[src/rtl/regfile_fwd_sb.sv]
// rtl/regfile_fwd_sb.sv - register file with prioritised forwarding and busy scoreboard
module regfile_fwd_sb #(
  parameter int DATA_W = 32,
  parameter int ADDR_W = 5,
  parameter int NREAD  = 2,
  parameter int NFWD   = 3
) (
  input  logic                                clk,
  input  logic                                rst,
  input  logic [NREAD*ADDR_W-1:0]             raddr,
  output logic [NREAD*DATA_W-1:0]             rdata,
  output logic [NREAD-1:0]                    rstall,
  output logic                                stall,
  input  logic                                we,
  input  logic [ADDR_W-1:0]                   waddr,
  input  logic [DATA_W-1:0]                   wdata,
  input  logic                                wclr,
  input  logic [NFWD*(DATA_W+ADDR_W+2)-1:0]   fwd_bus,
  input  logic                                busy_set,
  input  logic [ADDR_W-1:0]                   busy_addr,
  output logic [(1<<ADDR_W)-1:0]              busy
);

  localparam int DEPTH = 1 << ADDR_W;
  localparam int FW    = DATA_W + ADDR_W + 2;

  logic [DATA_W-1:0] mem [DEPTH];
  logic [DEPTH-1:0]  busy_q;
  logic [DEPTH-1:0]  busy_next;

  // Set is applied after clear so a newly issued long op wins a collision.
  always_comb begin
    busy_next = busy_q;
    if (we && wclr && (waddr != '0))
      busy_next[waddr] = 1'b0;
    if (busy_set && (busy_addr != '0))
      busy_next[busy_addr] = 1'b1;
  end

  always_ff @(posedge clk) begin
    if (rst) begin
      for (int i = 0; i < DEPTH; i++)
        mem[i] <= '0;
      busy_q <= '0;
    end else begin
      if (we && (waddr != '0))
        mem[waddr] <= wdata;
      busy_q <= busy_next;
    end
  end

  assign busy = busy_q;

  logic [ADDR_W-1:0] rd_a;
  logic [DATA_W-1:0] rd_d;
  logic              rd_s;
  logic              rd_hit;
  logic [FW-1:0]     f_ent;

  always_comb begin
    rdata  = '0;
    rstall = '0;
    rd_a   = '0;
    rd_d   = '0;
    rd_s   = 1'b0;
    rd_hit = 1'b0;
    f_ent  = '0;
    for (int i = 0; i < NREAD; i++) begin
      rd_a   = raddr[i*ADDR_W +: ADDR_W];
      rd_d   = mem[rd_a];
      rd_s   = 1'b0;
      rd_hit = 1'b0;
      // Walk oldest to youngest so the youngest matching source overrides.
      for (int k = NFWD - 1; k >= 0; k--) begin
        f_ent = fwd_bus[k*FW +: FW];
        if (f_ent[FW-2] && (f_ent[DATA_W +: ADDR_W] == rd_a) &&
            (f_ent[DATA_W +: ADDR_W] != '0)) begin
          rd_hit = 1'b1;
          if (f_ent[FW-1]) begin
            rd_d = f_ent[DATA_W-1:0];
            rd_s = 1'b0;
          end else begin
            rd_d = mem[rd_a];
            rd_s = 1'b1;
          end
        end
      end
      if (!rd_hit) begin
        if (we && (waddr == rd_a))
          rd_d = wdata;
        else if (busy_q[rd_a])
          rd_s = 1'b1;
      end
      if ((rd_a == '0) || rst) begin
        rd_d = '0;
        rd_s = 1'b0;
      end
      rdata[i*DATA_W +: DATA_W] = rd_d;
      rstall[i]                 = rd_s;
    end
  end

  assign stall = |rstall;

endmodule

[config.mk]
export PLATFORM = sky130hd
export DESIGN_NAME = regfile_fwd_sb
export DESIGN_NICKNAME = d
export VERILOG_FILES = /design/src/rtl/regfile_fwd_sb.sv
export SDC_FILE = /design/constraint.sdc
export NUM_CORES = 2
export LEC_CHECK = 0
export CAP_MARGIN = 20
export CORE_UTILIZATION = 25
export DETAILED_ROUTE_END_ITERATION = 12
export PLACE_DENSITY = 0.49
export SYNTH_ARGS = -nofsm -noshare
export SYNTH_HDL_FRONTEND = slang
export SYNTH_SLANG_ARGS = --single-unit
export TNS_END_PERCENT = 100
[constraint.sdc]
create_clock -name clk -period 2.9 [get_ports clk]
set_input_delay 0.29 -clock clk [delete_from_list [all_inputs] [get_ports clk]]
set_output_delay 0.29 -clock clk [all_outputs]
set_load 0.05 [all_outputs]
# After elaboration in Yosys (flattened, before gate mapping)
# Memories as Yosys holds them, arrays and structs flattened.
# Index checks and enable logic that the tools add are counted.
[classes]
magnitude_cmp = 6
n_eq_ne = 8
mux = 59
bitwise = 3
n_reduce_logical = 31
[ops]
columns = ["operator", "count"]
rows = [
  ["$mux W32", 21],
  ["$eq A5 B5 Y1", 8],
  ["$mux W1", 33],
  ["$and A32 B32 Y32", 1],
  ["$not A32 Y32", 1],
  ["$or A32 B32 Y32", 1],
  ["$reduce_or A32 Y1", 1],
  ["$reduce_bool A5 Y1", 5],
  ["$lt A5 B6 Y1 const B", 4],
  ["$logic_and A1 B1 Y1", 20],
  ["$bmux W1 S5", 2],
  ["$demux W1 S5", 2],
  ["$ge A5 B1 Y1 const B", 2],
  ["$logic_not A5 Y1", 2],
  ["$mux W5", 1],
  ["$logic_or A1 B1 Y1", 2],
  ["$reduce_or A2 Y1", 1],
]
[totals]
regBits = 32
mem_bits_rw = 1024
inputBits = 174
out_inout_bits = 99
elab_cells = 109
memories = 1
[mem_list]
columns = ["name", "words", "width", "rd", "rd_clocked_by_memory_dff", "write_ports", "line", "rtl"]
rows = [
  ["mem", 32, 32, 2, 0, 32, "27", "logic [DATA_W-1:0] mem [DEPTH];"],
]

# Longest topological paths before layout
[depth]
ltp_word = 11
ltp_mapped = 11
depth_no_buf = 6

# Worst setup path before layout
# No wires, ideal clock.
[synth_path]
path_kind = "input to output"
startpoint = "input port raddr[5]"
endpoint = "output port stall"
arrival_time_ns = 2.951
t_required_ns = 2.610
slack_ns = -0.341
stages = 9
path_buffers = 5
cell_sequence = "buf_4 > buf_6 > buf_4 > buf_4 > buf_4 > nor3_1 > a21oi_1 > o311ai_0 > o32ai_1"
[synth_between]
elab_chain_cells = 11
elab_cells_between_ends = 26
classes_between = "eq/ne (4); mux (12); reduce/logical (10)"
[synth_rtl]
columns = ["element", "line", "rtl"]
rows = [
  ["from (decl)", "10", "input logic [NREAD*ADDR_W-1:0] raddr,"],
  ["$eq A5 B5 Y1", "76", "if (f_ent[FW-2] && (f_ent[DATA_W +: ADDR_W] == rd_a) &&"],
  ["$logic_and A1 B1 Y1 (2 in a row)", "76", ""],
  ["$mux W1 (3 in a row)", "76", ""],
  ["$mux W1", "91", "else if (busy_q[rd_a])"],
  ["$mux W1", "89", "if (we && (waddr == rd_a))"],
  ["$mux W1", "88", "if (!rd_hit) begin"],
  ["$mux W1 (*)", "94", "if ((rd_a == '0) || rst) begin"],
  ["$reduce_or A2 Y1 (*)", "103", "assign stall = |rstall;"],
  ["to (decl)", "13", "output logic stall,"],
]
# Every way passes the cells marked *; elsewhere a longest branch is shown, timed or not. The select of a mux whose other input is x is not followed.

==> impl_summary.log <==
[metrics] most frequent cells after synthesis: 1,024 x sky130_fd_sc_hd__edfxtp_1, 995 x sky130_fd_sc_hd__and2_1, 434 x sky130_fd_sc_hd__mux4_2
[metrics] pre-CTS WS: -1.02 ns
[metrics] flip-flop and latch count after synthesis: between 1k and 1.5k
[metrics] hold-fix buffers at CTS: 0
[metrics] DRC errors left: 0
[metrics] combinational power share: 21.1%
[metrics] setup violators final: 67
[metrics] largest voltage drop on the vdd net: 0.000613 V
[metrics] Distinct cells, synth: 64
[metrics] unrepaired setup endpoints after global routing: yes
[metrics] largest fanout of any net on the critical path: 2
[metrics] maximum clock frequency: 288 MHz
[metrics] Internal Dissipation: between 20 and 30 mW
[metrics] root cell of the clock tree: sky130_fd_sc_hd__clkbuf_16
[metrics] number of clock buffers inserted by TritonCTS: 117
[metrics] number of vias in the routed layout: 47.3k
[metrics] Syn Std Cell Area: about 61,000 µm²
[metrics] vias in the first global route: 47.5k
[metrics] Worst Max-Slew Pin Slew: between 1 and 1.5 ns
[metrics] share of the yosys chip area belonging to registers: between 50% and 60%
[metrics] most used flip-flop cell after synthesis: sky130_fd_sc_hd__edfxtp_1
[metrics] maximum number of pins on one net before global-route repair: 61
[metrics] result of the run: complete, but fails checks
[metrics] area added between synthesis and finish: 34.7%
[metrics] Final Cycle Share: 120%
[metrics] number of pins exceeding their max-slew limit in the final report: 0
[metrics] type of the most critical hold path: input pin to flop
[metrics] Die Ht: a little under 500 µm
[metrics] Total Negative Setup Slacks: -22.55 ns
[metrics] clk sinks: ~1.1k
[metrics] drt via density: 5.49
[metrics] net switching power: about 12 mW
[metrics] final hold violation count: 0
[metrics] ys async rst share: 0%
[metrics] Avg Synthesized Cell Area: 13.1 µm²
[metrics] clock slew at the register clock pins of the worst setup and hold paths: 0.06 ns
[metrics] Maximum Capacitance Violations: 0
[metrics] GRT Total Usage: 24.2%
[metrics] Die X: 496 µm
[metrics] net switching fraction of the power: roughly 30%
[metrics] ports placed on the boundary: 273
[metrics] Clock Power Share: a little over a third
[metrics] failing checks: setup timing
[metrics] wire length per cell: 35.1 µm
[metrics] # H-tree levels: 3
[metrics] main area contributors after synthesis: sky130_fd_sc_hd__edfxtp_1 50%, sky130_fd_sc_hd__mux4_2 16%, sky130_fd_sc_hd__and2_1 10%
[metrics] Cell Pwr Density: 499 nW/µm²
[metrics] power after layout: 41.0 mW
[metrics] post-route clock skew: 0 ns
[metrics] post-synth top area share: 50.5%
[metrics] endpoint type of the worst setup path: output pin
[metrics] Routed WL: roughly 300,000 µm
[metrics] hold slack: 0.154 ns
[metrics] Yosys Warn Count: 0
[metrics] insertion delay to the later sink of the worst-skew pair: 0.76 ns
[metrics] global-route wire length before repair: 409,000 µm
[metrics] floorplan row count: 180
[metrics] Slew headroom: 19.1%
[metrics] buffer levels on the longest clock path: 3
[metrics] starting density of the core: 25.2%
[metrics] minimum clock period after layout: ~3.5 ns
[metrics] CP startpoint kind: flop
[metrics] number of antenna-violating nets in the routed design: 0
[metrics] TritonCTS clock tree: done
[metrics] Placed Cells: 8,318
[metrics] required time at the endpoint of the critical path: 2.61 ns
[metrics] total overflow reported by the global router: 0
[metrics] cell taking the most area after synthesis: sky130_fd_sc_hd__edfxtp_1
[metrics] min setup slack post-route: -0.575 ns
[metrics] number of enable flip-flop cells after synthesis: 1,024
[metrics] filler-free cell count of the finished design: 8,630
[metrics] layout net count: 5,513
[metrics] proportion of layout cells with a drive suffix above 1: 36.2%
[metrics] Gate Count Post-Synth: 4,637
[metrics] post-DP HPWL: 207,000 µm
[metrics] portion of total power attributed to sequential cells: 43.8%
[metrics] data arrival time at the worst-slack endpoint: 3.18 ns
[metrics] most common cell in the synthesized netlist: sky130_fd_sc_hd__edfxtp_1
[metrics] 1st-pass router iterations: 6
[metrics] number of violations reported at the end of detailed-routing iteration 0: 5,752
[metrics] Buffers on Ports: about 270
[metrics] initial antenna violation count: 36
[metrics] DIE AREA: ~250,000 µm²
[metrics] area inside the core boundary: 241,000 µm²
[metrics] static leakage power: 28.8 nW
[metrics] start-to-end type of the worst setup path: flop to output pin
[metrics] routability-driven placement congestion ratio: 0.947
## power groups by stage
stage | Clock [mW] | Sequential, mW | Combinational (mW)
after detailed placement | 0 | 18.3 | 7.73
after CTS | 14.6 | 18.0 | 8.42
after global placement | 0 | 18.2 | 7.74
final | 14.4 | 18.0 | 8.66
after floorplan | 0 | 18.1 | 3.73
after global routing | 15.0 | 18.0 | 8.83
## through the flow
step / utilization [%] / instance area, µm²
floorplan: - / 61500
global placement: 30.7 / 74100
detailed placement: 30.7 / 74100
CTS: 33.7 / 81300
global route: 34.0 / 82100
finish: 34.0 / 82100
## cells by family (layout without fill, tap and decap cells)
logic type | after synthesis | after routing | share of synthesized area (%)
AOI/OAI and AO/OA | 681 | 681 | 7.45
xor gates and xnor gates | 40 | 40 | 0.575
buffers and inverters | 499 | 1266 | 3.51
DFF | 1056 | 1056 | 51.5
muxes | 813 | 813 | 22.4
other | 1 | 42 | 0.00615
and+or+nand+nor | 1547 | 1547 | 14.6
## final cells by class
type                            instances  area, µm²
Antenna cell                           10       25.0
Tap cell                             3185       3990
Inverter                                3       12.5
Timing Repair Buffer                 1048      11900
Fill cell                           23500     159000
Clock buffer                          142       3050
Multi-Input combinational cell       3113      31200
Sequential cell                      1056      31400
Clock inverter                         73        500
## metal layers
metal	GRT usage, %	vias up	part of all wire [%]
li1	-	19200	-
met1	28.8	24900	37
met2	40.1	2507	48
met3	3.69	700	7.3
met4	17.3	2	8.2
met5	0	-	0.0043
## repair_timing
item                                    4_1_cts  5_1_grt
endpoints found under the setup margin       67       67
resized for setup                           594      116
gates cloned                                 16        3
buffers inserted                             69       35
pin swaps                                   173       68
## final timing paths
| check | start | end | slack, ns | depth (start not counted) |
|---|---|---|---|---|
| worst min register to register | busy[16]$_SDFF_PP0_ | busy[16]$_SDFF_PP0_ | 0.50 | 2 |
| worst max-delay path | mem[23][3]$_SDFFCE_PN0P_ | rdata[35] | -0.57 | 8 |
| worst min-delay path | rst | mem[0][26]$_SDFFCE_PN0P_ | 0.15 | 2 |
| worst max register to register | busy[9]$_SDFF_PP0_ | busy[9]$_SDFF_PP0_ | 2.07 | 2 |
## placed cells by master, fill, tap and decap left out, drive strengths merged, types with 34 or more instances in the layout
cell type and n:
edfxtp 1024, and2 996, buf 856, mux4 434
mux2i 336, nand2 215, clkdlybuf4s50 172, o21ai 160
clkbuf 148, o22ai 108, nand3 91, a31oi 86
a22oi 80, nor3 61, nor2 59, clkinv 57
a211oi 54, a21oi 45, mux2 43, nand2b 39
or2 34
## state kept, by name, summed over array words and instances (netlist names)
register	cells
busy	32
mem	1024
## critical path, stage by stage (launching register included)
cell                       delay, ns
sky130_fd_sc_hd__edfxtp_1       0.38
sky130_fd_sc_hd__mux4_2         0.51
sky130_fd_sc_hd__mux4_2         0.57
sky130_fd_sc_hd__nand2_4        0.12
sky130_fd_sc_hd__buf_6          0.11
sky130_fd_sc_hd__o211ai_1       0.10
sky130_fd_sc_hd__a311oi_2       0.29
sky130_fd_sc_hd__a21oi_2        0.15
sky130_fd_sc_hd__buf_12         0.17
Note: power is estimated with default switching activity, not from simulation.
